--- config.mk ---
export PLATFORM = sky130hd
export DESIGN_NAME = counters
export DESIGN_NICKNAME = d
export VERILOG_FILES = /design/src/rtl/counters.sv
export SDC_FILE = /design/constraint.sdc
export NUM_CORES = 1
export LEC_CHECK = 0
export ABC_AREA = 1
export BUFFER_PORTS_ARGS = -buffer_cell sky130_fd_sc_hd__buf_2
export CORE_AREA = 2 2 39 41
export CTS_CLUSTER_DIAMETER = 30
export CTS_CLUSTER_SIZE = 24
export DETAILED_ROUTE_END_ITERATION = 6
export DIE_AREA = 0 0 41 43
export SLEW_MARGIN = 20
export SYNTH_ARGS = -nofsm -noshare
export SYNTH_HDL_FRONTEND = slang
export SYNTH_SLANG_ARGS = --single-unit
--- constraint.sdc ---
create_clock -name clk -period 0.9 [get_ports clk]
set_input_delay 0 -clock clk [delete_from_list [all_inputs] [get_ports clk]]
set_output_delay 0 -clock clk [all_outputs]
set_load 0.005 [all_outputs]
--- src/rtl/counters.sv ---
// Edge-qualified event counter: resynchronizes an asynchronous pulse, detects
// the selected edge(s) and advances a modulo or saturating count.
module counters #(
    parameter int WIDTH       = 4,
    parameter int MODULUS     = 16,
    parameter int SYNC_STAGES = 2,
    parameter int EDGE_MODE   = 0,
    parameter int SATURATE    = 0
) (
    input  logic             clk,
    input  logic             rst,
    input  logic             pulse,
    output logic [WIDTH-1:0] counter
);

    localparam logic [WIDTH-1:0] MAX_CNT = WIDTH'(MODULUS - 1);

    logic [SYNC_STAGES-1:0] sync_q, sync_d;
    logic                   hist_q, hist_d;
    logic [WIDTH-1:0]       counter_q, counter_d;
    logic                   sync, rise, fall, evt;

    always_comb begin
        sync_d    = '0;
        sync_d[0] = pulse;
        for (int i = 1; i < SYNC_STAGES; i++) begin
            sync_d[i] = sync_q[i-1];
        end
    end

    assign sync   = sync_q[SYNC_STAGES-1];
    assign hist_d = sync;
    assign rise   = sync & ~hist_q;
    assign fall   = ~sync & hist_q;

    // Unlisted edge modes fall back to rising-edge counting.
    always_comb begin
        case (EDGE_MODE)
            1:       evt = fall;
            2:       evt = rise | fall;
            default: evt = rise;
        endcase
    end

    always_comb begin
        counter_d = counter_q;
        if (evt) begin
            if (counter_q == MAX_CNT) begin
                counter_d = (SATURATE != 0) ? MAX_CNT : '0;
            end else begin
                counter_d = counter_q + WIDTH'(1);
            end
        end
    end

    // Reset loads the live pulse level everywhere so a steady level across
    // reset release cannot look like an edge.
    always_ff @(posedge clk) begin
        if (rst) begin
            sync_q    <= {SYNC_STAGES{pulse}};
            hist_q    <= pulse;
            counter_q <= '0;
        end else begin
            sync_q    <= sync_d;
            hist_q    <= hist_d;
            counter_q <= counter_d;
        end
    end

    assign counter = counter_q;

endmodule

==> results of run 1 <==
[layout make-up]
class                           count  area [sq um]
Multi-Input combinational cell     25         162.7
Tap cell                           16         20.02
Fill cell                         152         929.6
Sequential cell                     7         148.9
Inverter                            5         18.77
Clock buffer                        3         22.52
Clock inverter                      1         5.005
Timing Repair Buffer               11         76.32
[cell usage in the layout (no fill, tap or decap), drive strengths merged]
cell / instances
nand3: 4
o21ai: 3
clkbuf: 3
o21bai: 1
xor2: 1
nor2: 6
buf: 9
ha: 1
nand2: 9
dfxtp: 7
inv: 5
clkinv: 1
dlygate4sd3: 2
[worst max-delay path by stage]
| stage | start | endpoint | slack [ns] | cells past startpoint |
|---|---|---|---|---|
| finish | counter[0]$_SDFFE_PP0P_ | counter[0]$_SDFFE_PP0P_ | -0.009 | 4 |
| global route | counter[1]$_SDFFE_PP0P_ | counter[3]$_SDFFE_PP0P_ | -0.06 | 5 |
| CTS | counter[0]$_SDFFE_PP0P_ | counter[0]$_SDFFE_PP0P_ | -0.01 | 4 |
| detailed placement | counter[0]$_SDFFE_PP0P_ | counter[3]$_SDFFE_PP0P_ | -0.04 | 4 |
| global placement | counter[0]$_SDFFE_PP0P_ | counter[0]$_SDFFE_PP0P_ | -0.01 | 4 |
| floorplan | counter[1]$_SDFFE_PP0P_ | counter[3]$_SDFFE_PP0P_ | 0.0009 | 4 |
[state kept, by name, indices dropped and copies added, names as in the netlist]
| register | count |
|---|---|
| counter | 4 |
| hist_q | 1 |
| sync_q | 2 |
[worst max-delay path, delay by kind of cell, from the launching register on]
family	cells	cell delay [ns]
AOI/OAI and AO/OA	1	0.13
DFF	1	0.37
and+or+nand+nor	2	0.13
adders and majority gates	1	0.16
[cells by family (layout without fill, tap and decap cells)]
logic type               after synthesis  count (layout)  synth area share, %
buffers and inverters                  5              20                6.547
XOR/XNOR                               1               1                3.057
AND/OR/NAND/NOR                       19              19                29.26
AO/OA/AOI/OAI                          4               4                7.860
flip-flops                             7               7                48.91
adder cells (fa/ha/maj)                1               1                4.366
[stage by stage]
step / cell area [sq um] / hold slack (ns) / setup TNS [ns] / worst slack (ns) / power (mW)
floorplan: 304.0 / 0.02772 / 0 / 0.0008863 / 0.4027
global route: 454.2 / 0.3892 / -0.1223 / -0.06202 / 0.8227
finish: 454.2 / 0.3978 / -0.01083 / -0.008516 / 0.7564
detailed placement: 376.6 / 0.1196 / -0.09365 / -0.04120 / 0.4546
global placement: 376.6 / 0.1175 / -0.01654 / -0.01300 / 0.4475
CTS: 444.2 / 0.3936 / -0.01799 / -0.01109 / 0.7598
[layer usage]
metal	wire [microns]	vias to the layer above	part of all wire, %	track usage (%)
li1	-	149	-	-
met1	250	121	41	10.03
met2	328	6	53	12.81
met3	38	0	6.2	9.424
met4	0	0	0	6.000
met5	0	-	0	0
[report_power, final]
group,switching [mW],leakage (nW),internal [mW]
logic,0.0548,0.132,0.0635
registers,0.0211,0.0597,0.332
clock network,0.122,0.0177,0.163
total,0.198,0.209,0.558
[what timing repair did]
item,in CTS,in global routing
buffers inserted,0,0
endpoints found under the hold margin,4,0
endpoints found under the setup margin,3,4
hold buffers,2,0
pin swaps,2,1
resized for setup,6,3
==> out/qor.txt, run 1 <==
HPWL Detailed -> 468.7 microns
Ranking of synthesized cells by area -> dfxtp_1 (49%), nand2_1 (9.2%), nand3_1 (7.0%)
Critical-path maximum fanout -> 4
Fin cells -> 68
Number of synthesized register bits -> 7
Drt wl/cell -> 9.074 microns
Clk slew on worst S/H paths -> 0.06 ns
R2R Path End -> counter[0]$_SDFFE_PP0P_
R2R Setup Slk -> -0.009 ns
Core Region -> 1384 sq um
Pins Over Slew Limit -> 0
Yosys cell types -> 12
Initial Util -> 20.71%
Hold wc startpoint -> pulse
Io pins -> 7
Chip width -> 41 microns
Asr flop ratio synth -> 0%
Pwr dens -> 1665 nW/um^2
Total CTS buffers -> 3
WL final -> 617 microns
Vias in the first global route -> 257
Gpl congestion -> 0.7497
Tcrit/Tclk final -> 100.9%
Hold Fails Final Rpt -> 0
Register area share after synthesis -> 48.91%
N_diodes -> 0
Worst-Margin Slew -> 0.1543 ns
Post-route DRC -> 0
Most area-hungry cell type in the Yosys netlist -> dfxtp_1
Die Area -> 1763 sq um
Number of synthesized flops with an enable pin -> 0
Largest net degree at the start of global routing -> 6
WHS Path Cells -> 2
First-pass GRT wire length -> 1035 microns
Area Overhead vs Synth -> 58.52%
Minimum clock period -> 0.9085 ns
Max Fclk -> 1101 MHz
DRT antenna net count -> 0
Iteration-0 DRC Markers -> 0
Layout cell share with drive strength beyond 1 -> 48.08%
Max-Cap Viols -> 0
Lkg Pwr -> 0.2091 nW
RSZ-0062 raised after global routing -> yes
Setup ws final -> -0.008516 ns
Synthesized area -> 286.5 sq um
FF-to-FF path depth -> 4
Relative slew slack -> 89.70%
WS Path Type -> register to register
DR vias -> 276
Nets -> 57
Dominant synthesized flop cell -> dfxtp_1
Die Y -> 43 microns
Worst Path Required -> 1.04 ns
Total GRT Usage -> 9.960%
Peak supply drop -> 0.8027 mV
Syn_area_per_cell -> 7.744 sq um
H-tree Lvls -> 1
Worst clock skew -> 0.006083 ns
Post-synth top cells -> dfxtp_1 (7), nand2_1 (7), nor2_1 (5), inv_1 (4), nand3_1 (4)
Port Buffers -> 6
Crit-path cells -> ha_4, nand3_2, o21ai_2, nor2_1
CTS Sinks -> 7
Final core utilization -> 32.82%
Violated checks -> negative setup slack
Via/cell ratio -> 4.059
R2R Path Start -> counter[0]$_SDFFE_PP0P_
Slowest-stage cell, CP -> dfxtp_4
GRT Residual Overflow -> 0
Ys Warns -> 0
Outcome -> complete, but fails checks
Final setup fails -> 2
WP data arrival -> 1.05 ns
Synth Instances -> 37
Setup crit end kind -> register
Maximum clock path buffer count -> 2
Synthesized net count -> 41
Pre-antenna DRT Iters -> 1
Min-Delay Path Class -> primary input to register
Root cell of the clock tree -> clkbuf_4
Worst skew pair latency -> 0.25 ns
Dpl cells -> 62
Worst path max stage delay -> 0.37 ns
Hold path endpoint -> sync_q[0]$_DFF_P_
Top-area cell type share of the netlist area -> 48.91%
Rows -> 14
Initial antenna violation count -> 0
Worst setup SP type -> register
CTS tree -> built
Note: power is estimated with default switching activity, not from simulation.
==> run 2, diff against run 1 <==
--- a/config.mk
+++ b/config.mk
@@ -12,6 +12,7 @@
 export CTS_CLUSTER_SIZE = 24
 export DETAILED_ROUTE_END_ITERATION = 6
 export DIE_AREA = 0 0 41 43
+export SKIP_CTS_REPAIR_TIMING = 1
 export SLEW_MARGIN = 20
 export SYNTH_ARGS = -nofsm -noshare
 export SYNTH_HDL_FRONTEND = slang
==> run 2 against run 1 <==
Against the previous run: the run still ends with negative setup slack left; highest routed layer unchanged; clock-buffer cell count did not move; clock skew decreased by 0.0020 ns; via count increased by 0.36%; cell count stayed put.
==> out/qor.txt, run 2 (synthesis results as in run 1) <==
Pins Over Slew Limit -> 0 (unchanged)
Min-Delay Path Class -> primary input to register
R2R Setup Slk -> -0.02 ns (about the same)
Worst path max stage delay -> 0.37 ns (about the same)
GRT Residual Overflow -> 0 (unchanged)
Rows -> 14 (unchanged)
Peak supply drop -> 0.7759 mV (-3.3%)
FF-to-FF path depth -> 4 (unchanged)
Maximum clock path buffer count -> 2 (unchanged)
Total power -> 0.7410 mW (-2.0%)
Final setup fails -> 2 (unchanged)
Layout cell share with drive strength beyond 1 -> 42.31% (-5.8 points)
Setup ws final -> -0.01557 ns (-0.007053 ns)
WL final -> 600 microns (-2.8%)
Pwr dens -> 1687 nW/um^2 (+1.3%)
Nets -> 57 (unchanged)
CP bufs+invs -> 0 (unchanged)
Gpl congestion -> 0.7497 (unchanged)
Violated checks -> negative setup slack
Worst setup SP type -> register
Relative slew slack -> 88.22% (-1.5 points)
DRT antenna net count -> 0 (unchanged)
Tcrit/Tclk final -> 101.7% (+0.78 points)
CTS tree -> built
Drt wl/cell -> 8.824 microns (-2.8%)
Worst Path Required -> 1.04 ns (about the same)
WP data arrival -> 1.05 ns (about the same)
Worst skew pair latency -> 0.25 ns (about the same)
First-pass GRT wire length -> 1007 microns (-2.7%)
Outcome -> complete, but fails checks
Total CTS buffers -> 3 (unchanged)
Initial Util -> 20.71% (unchanged)
Vias in the first global route -> 245 (-4.7%)
Area Overhead vs Synth -> 53.27%
H-tree Lvls -> 1 (unchanged)
Largest net degree at the start of global routing -> 6 (unchanged)
Chip width -> 41 microns (unchanged)
WS Path Type -> register to register
Critical path's top delay family -> flip-flops
Post-route DRC -> 0 (unchanged)
Worst clock skew -> 0.004116 ns (-0.001967 ns)
Most frequent cells in the layout -> nand2_1 (7), buf_2 (6), nor2_1 (5), dfxtp_1 (5), inv_1 (4)
Iteration-0 DRC Markers -> 0 (unchanged)
Lkg Pwr -> 0.2022 nW (-3.3%)
RSZ-0062 raised after global routing -> yes
Crit path capture -> counter[0]$_SDFFE_PP0P_
Via/cell ratio -> 4.074 (+0.36%)
Hold Fails Final Rpt -> 0 (unchanged)
Port Buffers -> 6 (unchanged)
Die Area -> 1763 sq um (unchanged)
Max-Cap Viols -> 0 (unchanged)
Io pins -> 7 (unchanged)
CTS Sinks -> 7 (unchanged)
Core Region -> 1384 sq um (unchanged)
DP Worst Slack -> -0.04120 ns (unchanged)
DR vias -> 277 (+0.36%)
Minimum clock period -> 0.9156 ns (+0.007053 ns)
Clk slew on worst S/H paths -> 0.06 ns (about the same)
Critical-path maximum fanout -> 4 (unchanged)
Crit-path cells -> ha_4, nand3_1, o21ai_2, nor2_1
Worst-Margin Slew -> 0.1764 ns (+0.02215 ns)
Max Fclk -> 1092 MHz (-0.77%)
Setup crit end kind -> register
HPWL Detailed -> 468.7 microns (unchanged)
Slowest-stage cell, CP -> dfxtp_4
Critical Path Start -> counter[0]$_SDFFE_PP0P_
WP depth -> 4 (unchanged)
R2R Path End -> counter[0]$_SDFFE_PP0P_
Pre-antenna DRT Iters -> 1 (unchanged)
Total GRT Usage -> 9.759% (-0.20 points)
Die Y -> 43 microns (unchanged)
Initial antenna violation count -> 0 (unchanged)
N_diodes -> 0 (unchanged)
Max reg flops -> 4 (unchanged)
Most common cell after layout, fill and taps aside -> nand2_1
Root cell of the clock tree -> clkbuf_4
R2R Path Start -> counter[0]$_SDFFE_PP0P_
run 2: cell counts in the layout (fill, tap and decap cells not counted):
Identical to the previous run, type by type.
run 2: routing by layer:
layer | vias up | global-route usage, % | routed length, microns
met1 | 123 | 10.03 | 253
met2 | 6 | 12.19 | 308
met4 | 0 | 6.000 | 0
li1 | 148 | - | -
met3 | 0 | 9.424 | 38
met5 | - | 0 | 0
run 2: metrics by stage:
stage | util [%] | hold WS, ns | instance area, sq um | TNS (ns) | cells
6_report | 31.74 | 0.3995 | 439.2 | -0.01650 | 68
5_1_grt | 31.74 | 0.3927 | 439.2 | -0.2151 | 68
4_1_cts | 29.20 | -0.1476 | 404.1 | -0.1210 | 66
3_5_place_dp | 27.22 | 0.1196 | 376.6 | -0.09365 | 62
3_3_place_gp | 27.22 | 0.1175 | 376.6 | -0.01654 | 62
2_1_floorplan | - | 0.02772 | 304.0 | 0 | 37
run 2: layout make-up:
type | count | area, sq um
inverter | 5 | 18.77
tap | 16 | 20.02
clock inverter | 1 | 5.005
fill | 157 | 944.7
timing repair buffer | 11 | 76.32
sequential | 7 | 147.6
multi-input combinational | 25 | 148.9
clock buffer | 3 | 22.52
run 2: power breakdown:
part           internal, mW  total, mW  leakage [nW]  switching, mW
clock                 0.162      0.283        0.0177          0.120
combinational        0.0573      0.106         0.125         0.0489
sequential            0.332      0.352        0.0592         0.0201
total                 0.552      0.741         0.202          0.189
run 2: how the worst min path moves through the flow:
| stage | start | end | slack [ns] | cells after the start |
|---|---|---|---|---|
| after global placement | pulse | sync_q[0]$_DFF_P_ | 0.12 | 1 |
| final | pulse | sync_q[0]$_DFF_P_ | 0.40 | 2 |
| after floorplan | pulse | sync_q[0]$_DFF_P_ | 0.03 | 0 |
| after detailed placement | pulse | sync_q[0]$_DFF_P_ | 0.12 | 1 |
| after CTS | pulse | sync_q[0]$_DFF_P_ | -0.15 | 1 |
| after global routing | pulse | sync_q[0]$_DFF_P_ | 0.39 | 2 |
==> run 3, diff against run 2 <==
--- a/config.mk
+++ b/config.mk
@@ -6,12 +6,14 @@
 export NUM_CORES = 1
 export LEC_CHECK = 0
 export ABC_AREA = 1
-export BUFFER_PORTS_ARGS = -buffer_cell sky130_fd_sc_hd__buf_2
+export BUFFER_PORTS_ARGS = -buffer_cell sky130_fd_sc_hd__buf_4
+export CAP_MARGIN = 20
 export CORE_AREA = 2 2 39 41
 export CTS_CLUSTER_DIAMETER = 30
 export CTS_CLUSTER_SIZE = 24
 export DETAILED_ROUTE_END_ITERATION = 6
 export DIE_AREA = 0 0 41 43
+export PLACE_DENSITY = 0.43
 export SKIP_CTS_REPAIR_TIMING = 1
 export SLEW_MARGIN = 20
 export SYNTH_ARGS = -nofsm -noshare
==> run 3 against run 2 <==
Against the previous run: the run now ends clean; first-iteration DRC count increased by 3; total power rose by 2.9%; largest power group unchanged; combinational power grew 23%; register-to-register slack better by 0.03 ns; core utilization increased by 3.2 points; clock skew is 0.00073 ns lower; critical path type unchanged; clock power shrank 2%.
==> out/qor.txt, run 3 (synthesis results as in run 1) <==
Outcome -> completed
Io pins -> 7 (unchanged)
Post-route DRC -> 0 (unchanged)
Via/cell ratio -> 3.971 (-2.5%)
Pwr dens -> 1578 nW/um^2 (-6.5%)
Pre-antenna DRT Iters -> 2 (+1)
H-tree Lvls -> 1 (unchanged)
Setup ws final -> 0.01203 ns (+0.02760 ns)
Initial antenna violation count -> 0 (unchanged)
Routed length on met2 -> 278 microns (-9.7%)
DR vias -> 270 (-2.5%)
Chip width -> 41 microns (unchanged)
Die Y -> 43 microns (unchanged)
M1 WL -> 257 microns (+1.6%)
Layout cell share with drive strength beyond 1 -> 55.77% (+13 points)
Max reg flops -> 4 (unchanged)
WS Path Type -> register to register
Pins Over Slew Limit -> 0 (unchanged)
Clk slew on worst S/H paths -> 0.05 ns (about the same)
Lkg Pwr -> 0.2087 nW (+3.2%)
Critical-path maximum fanout -> 4 (unchanged)
Minimum clock period -> 0.8880 ns (-0.02760 ns)
Largest net degree at the start of global routing -> 6 (unchanged)
First-pass GRT wire length -> 869 microns (-14%)
Die Area -> 1763 sq um (unchanged)
Most common cell after layout, fill and taps aside -> buf_4
Area Overhead vs Synth -> 68.56%
DP Worst Slack -> -0.03399 ns (+0.007205 ns)
Maximum clock path buffer count -> 2 (unchanged)
N_diodes -> 0 (unchanged)
Min-Delay Path Class -> primary input to register
GRT Residual Overflow -> 0 (unchanged)
Rows -> 14 (unchanged)
Tcrit/Tclk final -> 98.66% (-3.1 points)
Most frequent cells in the layout -> buf_4 (7), inv_1 (4), nand2_1 (4), nand2_2 (4), nor2_1 (4)
Nets -> 57 (unchanged)
Core Region -> 1384 sq um (unchanged)
R2R Setup Slk -> 0.01 ns (+0.03 ns)
Final setup fails -> 0 (-2)
Drt wl/cell -> 8.279 microns (-6.2%)
Total CTS buffers -> 3 (unchanged)
Relative slew slack -> 90.35% (+2.1 points)
Worst-Margin Slew -> 0.1445 ns (-0.03189 ns)
Peak supply drop -> 0.7062 mV (-9.0%)
Initial Util -> 20.71% (unchanged)
Worst setup SP type -> register
CTS Sinks -> 7 (unchanged)
Max-Cap Viols -> 0 (unchanged)
RSZ-0062 raised after global routing -> yes
Worst Path Required -> 1.03 ns (about the same)
DRT antenna net count -> 0 (unchanged)
Total GRT Usage -> 7.863% (-1.9 points)
Max Fclk -> 1126 MHz (+3.1%)
Setup crit end kind -> register
Uppermost routed layer -> met3
Worst clock skew -> 0.003388 ns (-0.0007284 ns)
Root cell of the clock tree -> clkbuf_4
Placed Area -> 384.1 sq um (+2.0%)
Fin Hold WS -> 0.4128 ns (+0.01331 ns)
Iteration-0 DRC Markers -> 3 (+3)
Gpl congestion -> 0.5746 (-23%)
Final core utilization -> 34.90% (+3.2 points)
WP data arrival -> 1.02 ns (-0.03 ns)
WL final -> 563 microns (-6.2%)
Hold Fails Final Rpt -> 0 (unchanged)
Worst skew pair latency -> 0.24 ns (about the same)
Vias in the first global route -> 234 (-4.5%)
Port Buffers -> 6 (unchanged)
Met3 Wirelength -> 28 microns (-26%)
Final instance area -> 483.0 sq um (+10%)
HPWL Detailed -> 403.3 microns (-14%)
CTS tree -> built
==> run 3: path summary, 6_finish.rpt <==
check / start / endpoint / cells after the start
max reg2reg: counter[1]$_SDFFE_PP0P_ / counter[0]$_SDFFE_PP0P_ / 4
max: counter[1]$_SDFFE_PP0P_ / counter[0]$_SDFFE_PP0P_ / 4
min: pulse / sync_q[0]$_DFF_P_ / 2
min reg2reg: sync_q[0]$_DFF_P_ / sync_q[1]$_DFF_P_ / 2
==> run 3: per-layer routing <==
metal	GRT usage, %	vias to the layer above
met5	0	-
met4	10.00	0
met3	1.571	0
met2	10.63	6
met1	8.469	118
li1	-	146
==> run 3: worst max-delay path, stage by stage (launching register included) <==
cell and delay, ns:
dfxtp_4 0.38, ha_4 0.15, nand3_2 0.07, o21ai_2 0.13, nor2_1 0.05
==> run 3: final cells by class <==
type | instances | area, sq um
clock buffer | 4 | 26.28
fill | 154 | 900.9
inverter | 5 | 18.77
multi-input combinational | 25 | 172.7
sequential | 7 | 150.1
tap | 16 | 20.02
timing repair buffer | 11 | 95.09
==> run 3: through the flow <==
stage	total power, mW	std cells	TNS [ns]
2_1_floorplan	0.4027	37	0
3_5_place_dp	0.4520	61	-0.07911
5_1_grt	0.8147	68	-0.05616
6_report	0.7622	68	0
3_3_place_gp	0.4514	61	-0.07245
4_1_cts	0.7376	65	-0.1038
==> run 3: power by group <==
group          switching [mW]  leakage, nW  internal (mW)  total, mW
logic                  0.0549        0.134         0.0753      0.130
clock network           0.107       0.0150          0.169      0.276
registers              0.0225       0.0598          0.333      0.356
total                   0.185        0.209          0.577      0.762
